===== config.mk =====
export PLATFORM = sky130hd
export DESIGN_NAME = xor_bind_delay
export DESIGN_NICKNAME = d
export VERILOG_FILES = /design/src/rtl/xor_bind_delay.sv
export SDC_FILE = /design/constraint.sdc
export NUM_CORES = 1
export LEC_CHECK = 0
export ABC_AREA = 1
export BUFFER_PORTS_ARGS = -buffer_cell sky130_fd_sc_hd__buf_2
export CAP_MARGIN = 20
export CORE_AREA = 2 2 39 41
export DETAILED_ROUTE_END_ITERATION = 8
export DIE_AREA = 0 0 41 43
export PLACE_DENSITY_LB_ADDON = 0.25
export SLEW_MARGIN = 20
export SYNTH_ARGS = -nofsm -noshare
export SYNTH_HDL_FRONTEND = slang
export SYNTH_SLANG_ARGS = --single-unit

===== constraint.sdc =====
create_clock -name clk -period 0.8 [get_ports clk]
set_input_delay 0.12 -clock clk [delete_from_list [all_inputs] [get_ports clk]]
set_output_delay 0.12 -clock clk [all_outputs]
set_load 0.02 [all_outputs]

===== src/rtl/xor_bind_delay.sv =====
// xor_bind_delay
// {valid, data} shift line of LATENCY stages. Reset clears only the valid
// bits, which is enough to flush every beat in flight. LATENCY=0 is a
// combinational pass-through.
//   clk       : rising-edge clock
//   rst       : synchronous, active-high clear of the valid bits
//   in_valid  : beat launched this cycle
//   in_data   : payload of the launched beat
//   out_valid : beat leaving the line this cycle
//   out_data  : payload of the leaving beat
module xor_bind_delay #(
  parameter int LATENCY = 1,
  parameter int WIDTH   = 8
) (
  input  logic             clk,
  input  logic             rst,
  input  logic             in_valid,
  input  logic [WIDTH-1:0] in_data,
  output logic             out_valid,
  output logic [WIDTH-1:0] out_data
);

  if (LATENCY == 0) begin : g_pass
    assign out_valid = in_valid;
    assign out_data  = in_data;

    // No storage in this configuration; clock and reset are intentionally idle.
    logic unused_clk_rst;
    assign unused_clk_rst = clk ^ rst;
  end else begin : g_line
    logic [LATENCY-1:0] valid_q;
    logic [WIDTH-1:0]   data_q [LATENCY];

    // NOTE: sequential state uses non-blocking assignments so every stage
    // samples the value its neighbour held before this edge.
    always_ff @(posedge clk) begin
      if (rst) begin
        valid_q <= '0;
      end else begin
        valid_q[0] <= in_valid;
        for (int i = 1; i < LATENCY; i++) begin
          valid_q[i] <= valid_q[i-1];
        end
      end
    end

    // NOTE: the payload array has no reset; it is qualified by valid_q, so
    // resetting it would only add reset fan-out for no behavioural gain.
    always_ff @(posedge clk) begin
      data_q[0] <= in_data;
      for (int i = 1; i < LATENCY; i++) begin
        data_q[i] <= data_q[i-1];
      end
    end

    assign out_valid = valid_q[LATENCY-1];
    assign out_data  = data_q[LATENCY-1];
  end

endmodule


==> results of run 1 <==
==> tightest hold or removal path, stage by stage <==
cell and delay (ns):
buf_2 0.07, inv_1 0.04, nor2_2 0.07
==> final cells by class <==
| cell class | instances | area (um^2) |
|---|---|---|
| Timing Repair Buffer | 28 | 241 |
| Sequential cell | 9 | 191 |
| Clock buffer | 4 | 26.3 |
| Fill cell | 134 | 895 |
| Inverter | 1 | 3.75 |
| Tap cell | 16 | 20.0 |
| Multi-Input combinational cell | 1 | 6.26 |
==> placed cells by master (no fill, tap or decap) <==
cell / synthesis / routed
clkbuf_1: 0 / 1
nor2_2: 1 / 1
clkbuf_4: 0 / 3
dfxtp_2: 0 / 9
buf_2: 0 / 10
buf_6: 0 / 9
dlygate4sd3_1: 0 / 9
inv_1: 1 / 1
==> metrics by stage <==
step / hold WS, ns / power, mW / setup slack, ns / cells / area (um^2)
global route: 0.0681 / 1.04 / -0.0486 / 59 / 489
floorplan: 0.148 / 0.523 / 0.285 / 11 / 190
CTS: 0.0485 / 1.00 / -0.0398 / 59 / 488
global placement: 0.225 / 0.568 / 0.237 / 46 / 305
detailed placement: 0.224 / 0.568 / 0.223 / 46 / 305
finish: 0.0802 / 0.971 / -0.0155 / 59 / 489
==> worst max path at each step <==
stage	end	slack [ns]	depth (start not counted)
4_1_cts	out_data[1]	-0.04	1
6_report	out_data[1]	-0.02	1
5_1_grt	out_data[1]	-0.05	1
3_5_place_dp	out_data[1]	0.22	1
2_1_floorplan	out_data[0]	0.28	0
3_3_place_gp	out_data[6]	0.24	1
==> flip-flops by register name, summed over array words and instances, names as in the netlist <==
register / flops
out_valid: 1
g_line.data_q: 8
==> where the power goes <==
part | switching [mW] | internal, mW | leakage, nW | total (mW)
clock network | 0.149 | 0.192 | 0.0150 | 0.340
logic | 0.0525 | 0.0901 | 0.139 | 0.143
registers | 0.0107 | 0.477 | 0.0762 | 0.488
total | 0.212 | 0.759 | 0.230 | 0.971
==> routing by layer <==
metal	wire (um)	up-vias	track usage, %
met1	202	81	3.54
met4	0	0	6.00
li1	-	96	-
met2	259	22	12.2
met5	0	-	0
met3	84	0	6.81
==> cells by family (layout without fill, tap and decap cells) <==
family                 after synthesis  count (layout)  synth area share, %
and+or+nand+nor                      1               1                 3.29
DFF                                  9               9                 94.7
buffers and inverters                1              33                 1.97
==> repair_timing <==
action	CTS	global route
endpoints found under the setup margin	9	9
cloned	0	0
hold buffers	9	0
gates resized for setup	26	1
hold endpoints to repair	9	0
==> flow_summary.ini, run 1 <==
[power]
p_per_area_nw_per_um2 = 1980
vdd_drop_max_v = 0.000475
p_leak_nw = 0.230

[setup_path]
worstPathCellList = buf_6
start_kind = register
worst-setup-path-type = reg2out
cpPeakStageDelay_ns = 0.32
crit_fanout = 1
worstPathRequired_ns = 0.68
path_delay_family = flip-flops
cp-end-kind = output pin
crit_start = g_line.data_q[0][1]
cp_slowest_cell = dfxtp_2
crit_buf_inv = 1
crit_arrival_ns = 0.70

[layout]
area_growth_pct = 157
drive_gt1_share_pct = 74.4
layout.nets = 55
antenna_cells = 0
fin_util_pct = 35.4

[min_path]
hold_path.class = in2reg
holdPathEnd = out_valid
hold_depth = 3
min_from = in_valid

[yosys]
synth_common_cells = 9 x dfxtp_1, 1 x inv_1, 1 x nor2_2
ys_seq_area_share_pct = 94.7
yosysWarningCount = 0
yosysMostFrequentCell = dfxtp_1
syn-cell-area_um2 = 190
avgSynthCellArea_um2 = 17.3
yosys.cell_types.count = 3
syn-num-nets = 22
post-synth-top-area-cell = dfxtp_1
async_flop_share_pct = 0
syn-instance-count = 11
synthFlopType = dfxtp_1
synth_area_leaders = dfxtp_1 95%, nor2_2 3.3%, inv_1 2.0%
synth-edff-count = 0
synth.top_cell.area_share_pct = 94.7
synth_seq_cells = 9

[global_route]
grt_use_total_pct = 7.23
overflow = 0
grt_pass1_vias = 218
grt_pass1_wl_um = 724
grt_max_degree = 6
antenna_found_initial = 0

[floorplanning]
core-area_um2 = 1380
initial_core_util_pct = 13.7
ios = 20
die_y_um = 43
rows = 14
dieArea_um2 = 1760
die-width_um = 41

[placement]
detailedPlacementHpwl_um = 348
gp_congestion = 0.502
port_buffers = 19

[clock_network]
clk_path_buf_depth = 2
cts_root_buf = clkbuf_4
cts_sinks = 9
cts_buffers = 3
cts_tree = yes
post-cts-setup-buffers = 0
cts-htree-levels = 1
clkTransAtPathRegs_ns = 0.06

[timing]
setup_slack_ns = -0.0155
final_max_slew_viol_count = 0
finalSetupTns_ns = -0.0721
maxSlewHeadroom_pct = 95.3
final.period_utilization_pct = 102
tightest_slew_ns = 0.0699
rsz0062_at_grt = true
finalSetupViolCount = 9
max_freq_ghz = 1.23
hold_violations = 0
finalCriticalPeriod_ns = 0.815

[drt]
wire_per_inst_um = 9.25
drt_iter0_markers = 0
drc_errors = 0
first_pass_iters = 1
vias_per_cell = 3.37
vias = 199
drtAntennaViolNets = 0
drt-total-wl_um = 546

[run_status]
violations = negative setup slack
status = finished, violations left

[flow_run]
maxCapViolations = 0
(Power assumes the default switching activity.)
==> run 2, diff against run 1 <==
ABC_AREA = default   (was 1)
==> run 2 against run 1 <==
Clock-buffer cell count unchanged. Largest cell class unchanged. Setup slack gained 0.010 ns. First-iteration DRC count unchanged. Area after synthesis up 2.0%. Critical path type unchanged. Maximum frequency up 1.3%. Final area down 1.3%. Core utilization shrank 0.45 points. Routed wire length decreased by 25%. Synthesized cell count decreased by 9.1%. Sequential cell count is the same. The flow still finishes with violations (negative setup slack). Sequential power barely moved. Critical path depth did not move.
==> flow_summary.ini, run 2 <==
[run_status]
violations = negative setup slack
status = finished, violations left

[floorplanning]
die-width_um = 41
die_y_um = 43
initial_core_util_pct = 14.0
dieArea_um2 = 1760
ios = 20
rows = 14
core-area_um2 = 1380

[yosys]
synthXorXnorAreaFrac_pct = 0
yosysWarningCount = 0
syn-cell-area_um2 = 194
synth_area_leaders = dfxtp_1 93%, nor2b_4 7.1%
yosys.cell_types.count = 2
avgSynthCellArea_um2 = 19.4
yosys.area_share.simple_pct = 7.10
syn-num-nets = 21
async_flop_share_pct = 0
post-synth-top-area-cell = dfxtp_1
synth_seq_cells = 9
synth_common_cells = 9 x dfxtp_1, 1 x nor2b_4
synth_adder_area_share_pct = 0
synthFlopType = dfxtp_1
synth-edff-count = 0
synth.top_cell.area_share_pct = 92.9
syn-instance-count = 10
ys_seq_area_share_pct = 92.9
synth_mux_area_share_pct = 0
synth_top_family_by_area = simple AND/OR/NAND/NOR gates
yosysMostFrequentCell = dfxtp_1
synth_compound_area_share_pct = 0

[layout]
layout.nets = 53
layout_commonest_cell = buf_2
largest_reg_flops = 8
area_growth_pct = 149
antenna_cells = 0
regMostFlops = g_line.data_q
final_cell_mix = 10 x buf_2, 9 x dfxtp_2, 9 x buf_6, 8 x dlygate4sd3_1, 3 x clkbuf_4
final_cell_area_um2 = 483
drive_gt1_share_pct = 78.0

[global_route]
grt_pass1_vias = 167
overflow = 0
grt_use_total_pct = 5.55
grt_pass1_wl_um = 593
antenna_found_initial = 0
grt_max_degree = 6

[drt]
drt-total-wl_um = 411
first_pass_iters = 1
vias = 181
drc_errors = 0
wire_per_inst_um = 7.21
vias_per_cell = 3.18
drt_iter0_markers = 0
drtAntennaViolNets = 0

[power]
total_power_mw = 0.953
p_leak_nw = 0.226
p_per_area_nw_per_um2 = 1970
vdd_drop_max_v = 0.000867

[placement]
port_buffers = 19
placed_area_um2 = 309
gp_congestion = 0.512

[clock_network]
post-cts-setup-buffers = 0
cts_tree = yes
clk_path_buf_depth = 2
cts_root_buf = clkbuf_4
clkTransAtPathRegs_ns = 0.06
cts-htree-levels = 1
cts_buffers = 3
cts_sinks = 9

[timing]
finalCriticalPeriod_ns = 0.805
finalSetupViolCount = 2
setup_slack_ns = -0.00502
max_freq_ghz = 1.24
hold_violations = 0
timing.hold.ws_ns = 0.0400
final.period_utilization_pct = 101
rsz0062_at_grt = true
maxSlewHeadroom_pct = 95.8
tightest_slew_ns = 0.0631
final_max_slew_viol_count = 0

[setup_path]
worst-setup-path-type = reg2out
worstPathRequired_ns = 0.68
cp_slowest_cell = dfxtp_2
cp-end-kind = output pin
worstPathCellList = buf_6
crit_buf_inv = 1
start_kind = register
cpPeakStageDelay_ns = 0.32
crit_arrival_ns = 0.69
path_delay_family = flip-flops
crit_fanout = 1

[flow_run]
maxCapViolations = 0

[min_path]
hold_path.class = in2reg
[run 2: kinds of logic after synthesis]
group	count (synthesis)
and+or+nand+nor	1
DFF	9
[run 2: stage by stage]
step                util (%)  setup slack, ns  std cells   TNS, ns
global placement        22.3            0.242         45         0
detailed placement      22.3            0.233         45         0
global route            34.9          -0.0275         57    -0.192
floorplan                  -            0.285         10         0
finish                  34.9         -0.00502         57  -0.00521
CTS                     34.9          -0.0128         57   -0.0749
[run 2: worst paths after layout]
check / startpoint / end / slack, ns / depth (start not counted)
max: g_line.data_q[0][3] / out_data[3] / -0.005 / 1
min: rst / out_valid / 0.04 / 2
[run 2: final cells by class]
type                    instances  area [um^2]
repair buffers                 27          231
fillers                       146          901
clock buffers                   4         26.3
well taps                      16         20.0
multi-input cells               1         13.8
flip-flops and latches          9          191
[run 2: routing by layer]
layer / routed length, um / share of wire, % / global-route usage [%] / up-vias
met5: 0 / 0 / 0 / -
met4: 0 / 0 / 4.00 / 0
met3: 55 / 13 / 4.71 / 0
met2: 183 / 45 / 7.50 / 13
met1: 171 / 42 / 5.23 / 77
li1: - / - / - / 91
[run 2: report_power, final]
part           leakage (nW)  internal (mW)  switching (mW)
registers            0.0762          0.478          0.0105
clock network        0.0150          0.191           0.135
logic                 0.135         0.0894          0.0497
[run 2: repair_timing]
action                                  in CTS  in global routing
hold buffers                                 8                  0
endpoints found under the setup margin       9                  9
resized for setup                           27                  0
endpoints found under the hold margin        8                  0
